$ cat src/rtl/latch_id_ex_pkg.sv
// ---------------------------------------------------------------------------
// latch_id_ex_pkg
// Shared definitions for the ID/EX pipeline latch.
// Contents:
//   - bit positions of each field inside the packed control word
//     {reg_write, mem_to_reg, mem_read, mem_write, alu_src, reg_dst, alu_op[3:0]}
//   - default control-word width
//   - width and saturation value of the bubble counter
// ---------------------------------------------------------------------------
package latch_id_ex_pkg;

    localparam int CTRL_WIDTH      = 10;

    localparam int CTRL_REG_WRITE  = 9;
    localparam int CTRL_MEM_TO_REG = 8;
    localparam int CTRL_MEM_READ   = 7;
    localparam int CTRL_MEM_WRITE  = 6;
    localparam int CTRL_ALU_SRC    = 5;
    localparam int CTRL_REG_DST    = 4;
    localparam int CTRL_ALU_OP_MSB = 3;
    localparam int CTRL_ALU_OP_LSB = 0;

    localparam int                BUBBLE_COUNT_WIDTH = 16;
    localparam logic [15:0]       BUBBLE_COUNT_MAX   = 16'hFFFF;

endpackage

$ cat src/rtl/latch_id_ex.sv
// ---------------------------------------------------------------------------
// latch_id_ex
// ID/EX pipeline register with inline load-use hazard detection and bubble
// insertion.
// Ports:
//   i_clock               rising-edge clock
//   i_soft_reset          asynchronous active-low reset (loads a bubble)
//   i_enable              pipeline advance; low freezes every register
//   i_flush               branch/jump taken in ID, next capture is a bubble
//   i_rs_id/i_rt_id/i_rd_id        register fields decoded in ID
//   i_dato_rs_id/i_dato_rt_id      register-file read data
//   i_inmediato_id                 sign-extended immediate
//   i_control_id                   packed control word
//   o_rs_ex/o_rt_ex                registered sources (forwarding unit)
//   o_registro_destino_ex          registered destination (rd or rt)
//   o_dato_rs_ex/o_dato_rt_ex/o_inmediato_ex  registered operands
//   o_control_ex                   registered control word
//   o_stall               combinational load-use hazard
//   o_cant_burbujas       saturating count of inserted bubbles
// ---------------------------------------------------------------------------
module latch_id_ex
    import latch_id_ex_pkg::*;
#(
    parameter int CANT_BITS_ADDR_REGISTROS = 5,
    parameter int CANT_BITS_REGISTROS      = 32,
    parameter int CANT_BITS_CONTROL        = CTRL_WIDTH
)(
    input  logic                                i_clock,
    input  logic                                i_soft_reset,
    input  logic                                i_enable,
    input  logic                                i_flush,
    input  logic [CANT_BITS_ADDR_REGISTROS-1:0] i_rs_id,
    input  logic [CANT_BITS_ADDR_REGISTROS-1:0] i_rt_id,
    input  logic [CANT_BITS_ADDR_REGISTROS-1:0] i_rd_id,
    input  logic [CANT_BITS_REGISTROS-1:0]      i_dato_rs_id,
    input  logic [CANT_BITS_REGISTROS-1:0]      i_dato_rt_id,
    input  logic [CANT_BITS_REGISTROS-1:0]      i_inmediato_id,
    input  logic [CANT_BITS_CONTROL-1:0]        i_control_id,
    output logic [CANT_BITS_ADDR_REGISTROS-1:0] o_rs_ex,
    output logic [CANT_BITS_ADDR_REGISTROS-1:0] o_rt_ex,
    output logic [CANT_BITS_ADDR_REGISTROS-1:0] o_registro_destino_ex,
    output logic [CANT_BITS_REGISTROS-1:0]      o_dato_rs_ex,
    output logic [CANT_BITS_REGISTROS-1:0]      o_dato_rt_ex,
    output logic [CANT_BITS_REGISTROS-1:0]      o_inmediato_ex,
    output logic [CANT_BITS_CONTROL-1:0]        o_control_ex,
    output logic                                o_stall,
    output logic [BUBBLE_COUNT_WIDTH-1:0]       o_cant_burbujas
);

    logic [CANT_BITS_ADDR_REGISTROS-1:0] r_rs_ex;
    logic [CANT_BITS_ADDR_REGISTROS-1:0] r_rt_ex;
    logic [CANT_BITS_ADDR_REGISTROS-1:0] r_registro_destino_ex;
    logic [CANT_BITS_REGISTROS-1:0]      r_dato_rs_ex;
    logic [CANT_BITS_REGISTROS-1:0]      r_dato_rt_ex;
    logic [CANT_BITS_REGISTROS-1:0]      r_inmediato_ex;
    logic [CANT_BITS_CONTROL-1:0]        r_control_ex;
    logic [BUBBLE_COUNT_WIDTH-1:0]       r_cant_burbujas;

    logic                                w_stall;
    logic                                w_bubble;
    logic [CANT_BITS_ADDR_REGISTROS-1:0] w_destino;
    logic [CANT_BITS_CONTROL-1:0]        w_control_captura;

    // Load-use hazard: the instruction now in EX is a load whose target
    // register is read by the instruction in ID. Register 0 never creates a
    // hazard because it is hardwired. This does not look at i_enable so the
    // debug unit always sees the true hazard state.
    assign w_stall = r_control_ex[CTRL_MEM_READ]
                   && (r_rt_ex != '0)
                   && ((r_rt_ex == i_rs_id) || (r_rt_ex == i_rt_id));

    // A flush and a stall on the same edge still produce a single bubble.
    assign w_bubble = i_flush || w_stall;

    // Destination selection and reg_write suppression for register 0, so the
    // forwarding unit never treats register 0 as a producer.
    always_comb begin
        w_destino         = i_control_id[CTRL_REG_DST] ? i_rd_id : i_rt_id;
        w_control_captura = i_control_id;
        if (w_destino == '0) begin
            w_control_captura[CTRL_REG_WRITE] = 1'b0;
        end
    end

    // Pipeline register. Reset and bubbles zero the control word and the
    // register addresses; operand data is passed through even on a bubble
    // since nothing downstream uses it once the control word is zero. The
    // bubble counter stops at its maximum instead of wrapping.
    always_ff @(posedge i_clock or negedge i_soft_reset) begin
        if (!i_soft_reset) begin
            r_rs_ex               <= '0;
            r_rt_ex               <= '0;
            r_registro_destino_ex <= '0;
            r_dato_rs_ex          <= '0;
            r_dato_rt_ex          <= '0;
            r_inmediato_ex        <= '0;
            r_control_ex          <= '0;
            r_cant_burbujas       <= '0;
        end else if (i_enable) begin
            r_dato_rs_ex   <= i_dato_rs_id;
            r_dato_rt_ex   <= i_dato_rt_id;
            r_inmediato_ex <= i_inmediato_id;
            if (w_bubble) begin
                r_rs_ex               <= '0;
                r_rt_ex               <= '0;
                r_registro_destino_ex <= '0;
                r_control_ex          <= '0;
                if (r_cant_burbujas != BUBBLE_COUNT_MAX) begin
                    r_cant_burbujas <= r_cant_burbujas + 16'd1;
                end
            end else begin
                r_rs_ex               <= i_rs_id;
                r_rt_ex               <= i_rt_id;
                r_registro_destino_ex <= w_destino;
                r_control_ex          <= w_control_captura;
            end
        end
    end

    assign o_rs_ex               = r_rs_ex;
    assign o_rt_ex               = r_rt_ex;
    assign o_registro_destino_ex = r_registro_destino_ex;
    assign o_dato_rs_ex          = r_dato_rs_ex;
    assign o_dato_rt_ex          = r_dato_rt_ex;
    assign o_inmediato_ex        = r_inmediato_ex;
    assign o_control_ex          = r_control_ex;
    assign o_stall               = w_stall;
    assign o_cant_burbujas       = r_cant_burbujas;

endmodule
$ cat config.mk
export PLATFORM = sky130hd
export DESIGN_NAME = latch_id_ex
export DESIGN_NICKNAME = d
export VERILOG_FILES = /design/src/rtl/latch_id_ex_pkg.sv /design/src/rtl/latch_id_ex.sv
export SDC_FILE = /design/constraint.sdc
export NUM_CORES = 1
export LEC_CHECK = 0
export BUFFER_PORTS_ARGS = -buffer_cell sky130_fd_sc_hd__buf_2
export CORE_ASPECT_RATIO = 0.5
export CORE_UTILIZATION = 30
export DETAILED_ROUTE_END_ITERATION = 12
export GPL_TIMING_DRIVEN = 0
export MAX_ROUTING_LAYER = met4
export RECOVER_POWER = 100
export REMOVE_ABC_BUFFERS = 1
export SKIP_CTS_REPAIR_TIMING = 1
export SLEW_MARGIN = 20
export SYNTH_ARGS = -nofsm -noshare
export SYNTH_HDL_FRONTEND = slang
export SYNTH_SLANG_ARGS = --single-unit
$ cat constraint.sdc
create_clock -name i_clock -period 2.58 [get_ports i_clock]
set_input_delay 0.387 -clock i_clock [delete_from_list [all_inputs] [get_ports i_clock]]
set_output_delay 0.387 -clock i_clock [all_outputs]
set_load 0.05 [all_outputs]
=== Word-level counts from Yosys, hierarchy flattened ===
Cells that the tools add are included.

* Equality and inequality tests: 3
* Add/subtract/negate cells: 1
* Muxes and demuxes: 6
* Reduce and logical (&&, ||, !) cells: 7

{| class="wikitable"
|+ Operators by type and width
! kind !! count
|-
| two-way mux 5 bit || 4
|-
| adder 16 x 1 -> 16 bit (second input constant) || 1
|-
| inequality test 16 bit (second input constant) || 1
|-
| == test 5 bit || 2
|-
| two-way mux 10 bit || 1
|-
| zero test 5 bit || 1
|-
| nonzero test 5 bit || 1
|-
| AND reduction 3 bit || 1
|-
| logical AND 1 bit || 2
|-
| logical OR 1 bit || 2
|-
| two-way mux 1 bit || 1
|}

* Register bits: 137
* Bits of input ports: 125

=== Longest topological paths before layout ===
* Depth in word-level cells: 5
* Mapped depth: 8
* Gate-level depth less buffers: 7

=== Least setup slack after synthesis ===
OpenSTA, ideal clock, no wires.

* Kind: register to register
* From: register r_cant_burbujas[0] (netlist: o_cant_burbujas[0])
* To: register r_cant_burbujas[1] (netlist: o_cant_burbujas[1])
* Library setup time: 125 ps
* Stages on the path, launching flop included: 7
* Arrival time: 2126 ps
* Data required time: 2455 ps
* Slack: 329 ps
* Path through: dfrtp_1 -> ha_1 -> and4_1 -> nand3_1 -> or3_1 -> o2111a_1 -> mux2_2

* Longest elaborated chain between the ends: 2

{| class="wikitable"
|+ Ends and longest elaborated chain
! item !! RTL line !! text
|-
| start, declared || latch_id_ex.sv:57 || <nowiki>logic [BUBBLE_COUNT_WIDTH-1:0] r_cant_burbujas;</nowiki>
|-
| start signal, assigned || latch_id_ex.sv:109 || <nowiki>r_cant_burbujas <= r_cant_burbujas + 16'd1;</nowiki>
|-
| parallel branches: the longest is 2 deep, another holds adder 16 x 1 -> 16 bit || -- ||
|}

Several ways; the timed one is not identified.
A chain may end at the register's enable or synchronous reset.

=== Worst setup path after layout ===
* From: register r_rt_ex[1] (netlist: o_rt_ex[1])
* To: output port o_stall

* Longest elaborated chain between the ends: 3

{| class="wikitable"
|+ Ends and longest elaborated chain
! item !! RTL line !! text
|-
| start, declared || latch_id_ex.sv:51 || <nowiki>logic [CANT_BITS_ADDR_REGISTROS-1:0] r_rt_ex;</nowiki>
|-
| start signal, assigned || latch_id_ex.sv:113 || <nowiki>r_rt_ex <= i_rt_id;</nowiki>
|-
| == test 5 bit or nonzero test 5 bit (tied branches) || latch_id_ex.sv:70, latch_id_ex.sv:69 ||
|-
| logical OR 1 bit or logical AND 1 bit (tied branches) || latch_id_ex.sv:70, latch_id_ex.sv:69 ||
|-
| logical AND 1 bit (*) || latch_id_ex.sv:70 || <nowiki>&& ((r_rt_ex == i_rs_id) || (r_rt_ex == i_rt_id));</nowiki>
|-
| end, declared || latch_id_ex.sv:46 || <nowiki>output logic o_stall,</nowiki>
|}

Every way passes the cells marked *; elsewhere a longest branch is shown, timed or not.

==> impl_metrics.py <==
metrics = {
    "placement": {
        "dp.cells": 890,
        "port_buffers": 262,
        "hpwl_um": 10100,
        "gp_congestion": 0.763,
    },
    "cts": {
        "cts_tree": "yes",
        "numCtsBuffers": 17,
        "clk_pin_slew_ns": 0.06,
        "cts.root.buffer_cell": "clkbuf_16",
        "clock-sinks": 137,
        "clock_path_buffers": 2,
        "h-tree-depth": 4,
        "clk_latency_ns": 0.40,
    },
    "sta": {
        "period_needed_ns": 2.38,
        "hold_viol": 0,
        "maxSlewViolCount": 0,
        "worstMarginPinSlew_ns": 1.24,
        "relSlewSlack_pct": 17.6,
        "period_share_pct": 92.1,
        "setup_violations": 0,
        "skew_ns": 0.0111,
        "max_freq_mhz": 421,
        "setup_tns_ns": 0,
        "rsz0062_at_grt": "false",
        "holdWs_ns": 0.211,
    },
    "status": {
        "outcome": "completed",
    },
    "floorplan": {
        "start_util_pct": 31.3,
        "dieWidth_um": 195,
        "die_h_um": 98.4,
        "rows": 34,
        "io_pins": 263,
        "die-area_um2": 19200,
        "core_um2": 17800,
    },
    "synthesis": {
        "synth_seq_cells": 137,
        "syn_avg_cell_area_um2": 13.5,
        "syn_area_um2": 5570,
        "synth_edf_count": 0,
        "synth_flop_cell": "dfrtp_1",
        "seq_area_frac_synth_pct": 61.5,
        "async_flop_share_pct": 100,
        "yosys_warnings": 0,
        "ys_types": 29,
        "synthesis.instances": 414,
    },
    "global_routing": {
        "grt_max_degree": 93,
        "grt.overflow.total": 0,
        "grt_usage_pct": 15.4,
        "antenna_found_initial": 0,
        "grt_pass1_wl_um": 22500,
        "grt_pass1_vias": 4139,
    },
    "setup_path": {
        "rr_startpoint": "o_rt_ex[3]",
        "cp_data_required_time_ns": 2.19,
        "r2r_end": "o_cant_burbujas[8]",
        "rrSetupSlack_ns": 0.41,
        "crit_fanout": 5,
        "cp-end-kind": "output pin",
        "rr_worst_depth": 6,
        "arrival_ns": 1.99,
        "worstSetupPathType": "reg2out",
        "crit_path_start_kind": "flip-flop",
    },
    "finish": {
        "utilization_pct": 42.5,
        "final_cell_mix": "dfrtp_1, clkbuf_1, buf_2, mux2_2, nand2_1",
        "diodes": 0,
        "drive_above_1_share_pct": 38.0,
        "syn_to_final_growth_pct": 35.7,
        "nets": 802,
        "instances_no_fill": 920,
    },
    "worst_hold_path": {
        "hp-class": "in2reg",
        "min-delay-start": "i_inmediato_id[10]",
        "holdPathEnd": "o_inmediato_ex[10]",
        "hold_depth": 2,
    },
    "drt": {
        "dr.pass1.iters": 4,
        "drt_iter0_markers": 91,
        "antenna_left": 0,
        "vias": 4052,
        "drc": 0,
        "wl_um": 14000,
        "viasPerCell": 4.40,
        "avgRoutedWirePerCell_um": 15.2,
    },
    "pwr": {
        "ir_worst_vdd_v": 0.000399,
        "power_density_nw_per_um2": 879,
        "p_leak_nw": 3.34,
        "power_mw": 6.64,
    },
    "job": {
        "maxCapViolCount": 0,
    },
}
## kinds of logic after synthesis
group                      count (synthesis)  share of synthesized area, %
DFF                                      137                          61.5
muxes                                    102                          20.6
and+or+nand+nor                           68                          6.02
buffers and inverters                     50                          3.68
AOI/OAI and AO/OA                         31                          4.02
xor gates and xnor gates                  25                          3.93
adders and majority gates                  1                         0.224
## cells in the mapped netlist (2+ instances only)
cell	count	area share, %
dfrtp_1	137	62
mux2_2	102	21
nand2_1	31	2.1
inv_1	28	1.9
o22ai_1	26	2.9
xnor2_1	24	3.8
clkbuf_1	18	1.2
nand3_1	9	0.81
nand4_1	8	0.90
nor2_1	6	0.40
and3_1	3	0.34
and2_1	2	0.22
buf_2	2	0.18
buf_6	2	0.40
or4_1	2	0.27
## power by group
group          switching [mW]  internal [mW]
registers               0.153           2.37
clock network           0.945           1.64
logic                    1.16          0.380
total                    2.26           4.39
## final cells by class
cell class                 instances  area [um^2]
multi-input combinational        227         1930
inverter                          28          105
sequential                       137         3430
timing repair buffer             265         1190
tap                              234          293
clock inverter                    11          173
fill                            1772        10200
clock buffer                      18          439
## worst max-delay path by stage
stage / start / endpoint / slack [ns] / depth (start not counted)
global route: o_rt_ex[1] / o_stall / 0.05 / 5
finish: o_rt_ex[1] / o_stall / 0.20 / 5
CTS: o_rt_ex[1] / o_stall / 0.20 / 5
detailed placement: i_rt_id[2] / o_cant_burbujas[10] / 0.34 / 7
global placement: i_enable / o_cant_burbujas[1] / -1.20 / 3
floorplan: o_rt_ex[2] / o_cant_burbujas[12] / 0.30 / 6
## metrics by stage
step / cell area, um^2 / worst slack (ns)
4_1_cts: 7760 / 0.199
6_report: 7560 / 0.204
5_1_grt: 7560 / 0.0506
3_3_place_gp: 7080 / -1.20
2_1_floorplan: 5470 / 0.296
3_5_place_dp: 7150 / 0.337
## registers in the layout, indices dropped and copies added (netlist names)
name                   flops
o_dato_rs_ex              32
o_inmediato_ex            32
o_registro_destino_ex      5
o_control_ex              10
o_cant_burbujas           16
o_rs_ex                    5
o_dato_rt_ex              32
o_rt_ex                    5
## metal layers
layer / share of wire [%] / global-route usage, %
met1: 43 / 18.5
met2: 53 / 26.3
met3: 2.8 / 2.94
met4: 1.4 / 5.03
met5: 0 / -
## critical path: stages, from the launching register on
cell	delay (ns)
dfrtp_1	0.44
or4_1	0.57
o21ai_2	0.15
inv_1	0.06
and2_1	0.14
clkbuf_2	0.23
Power figures use the tool's default switching activity.
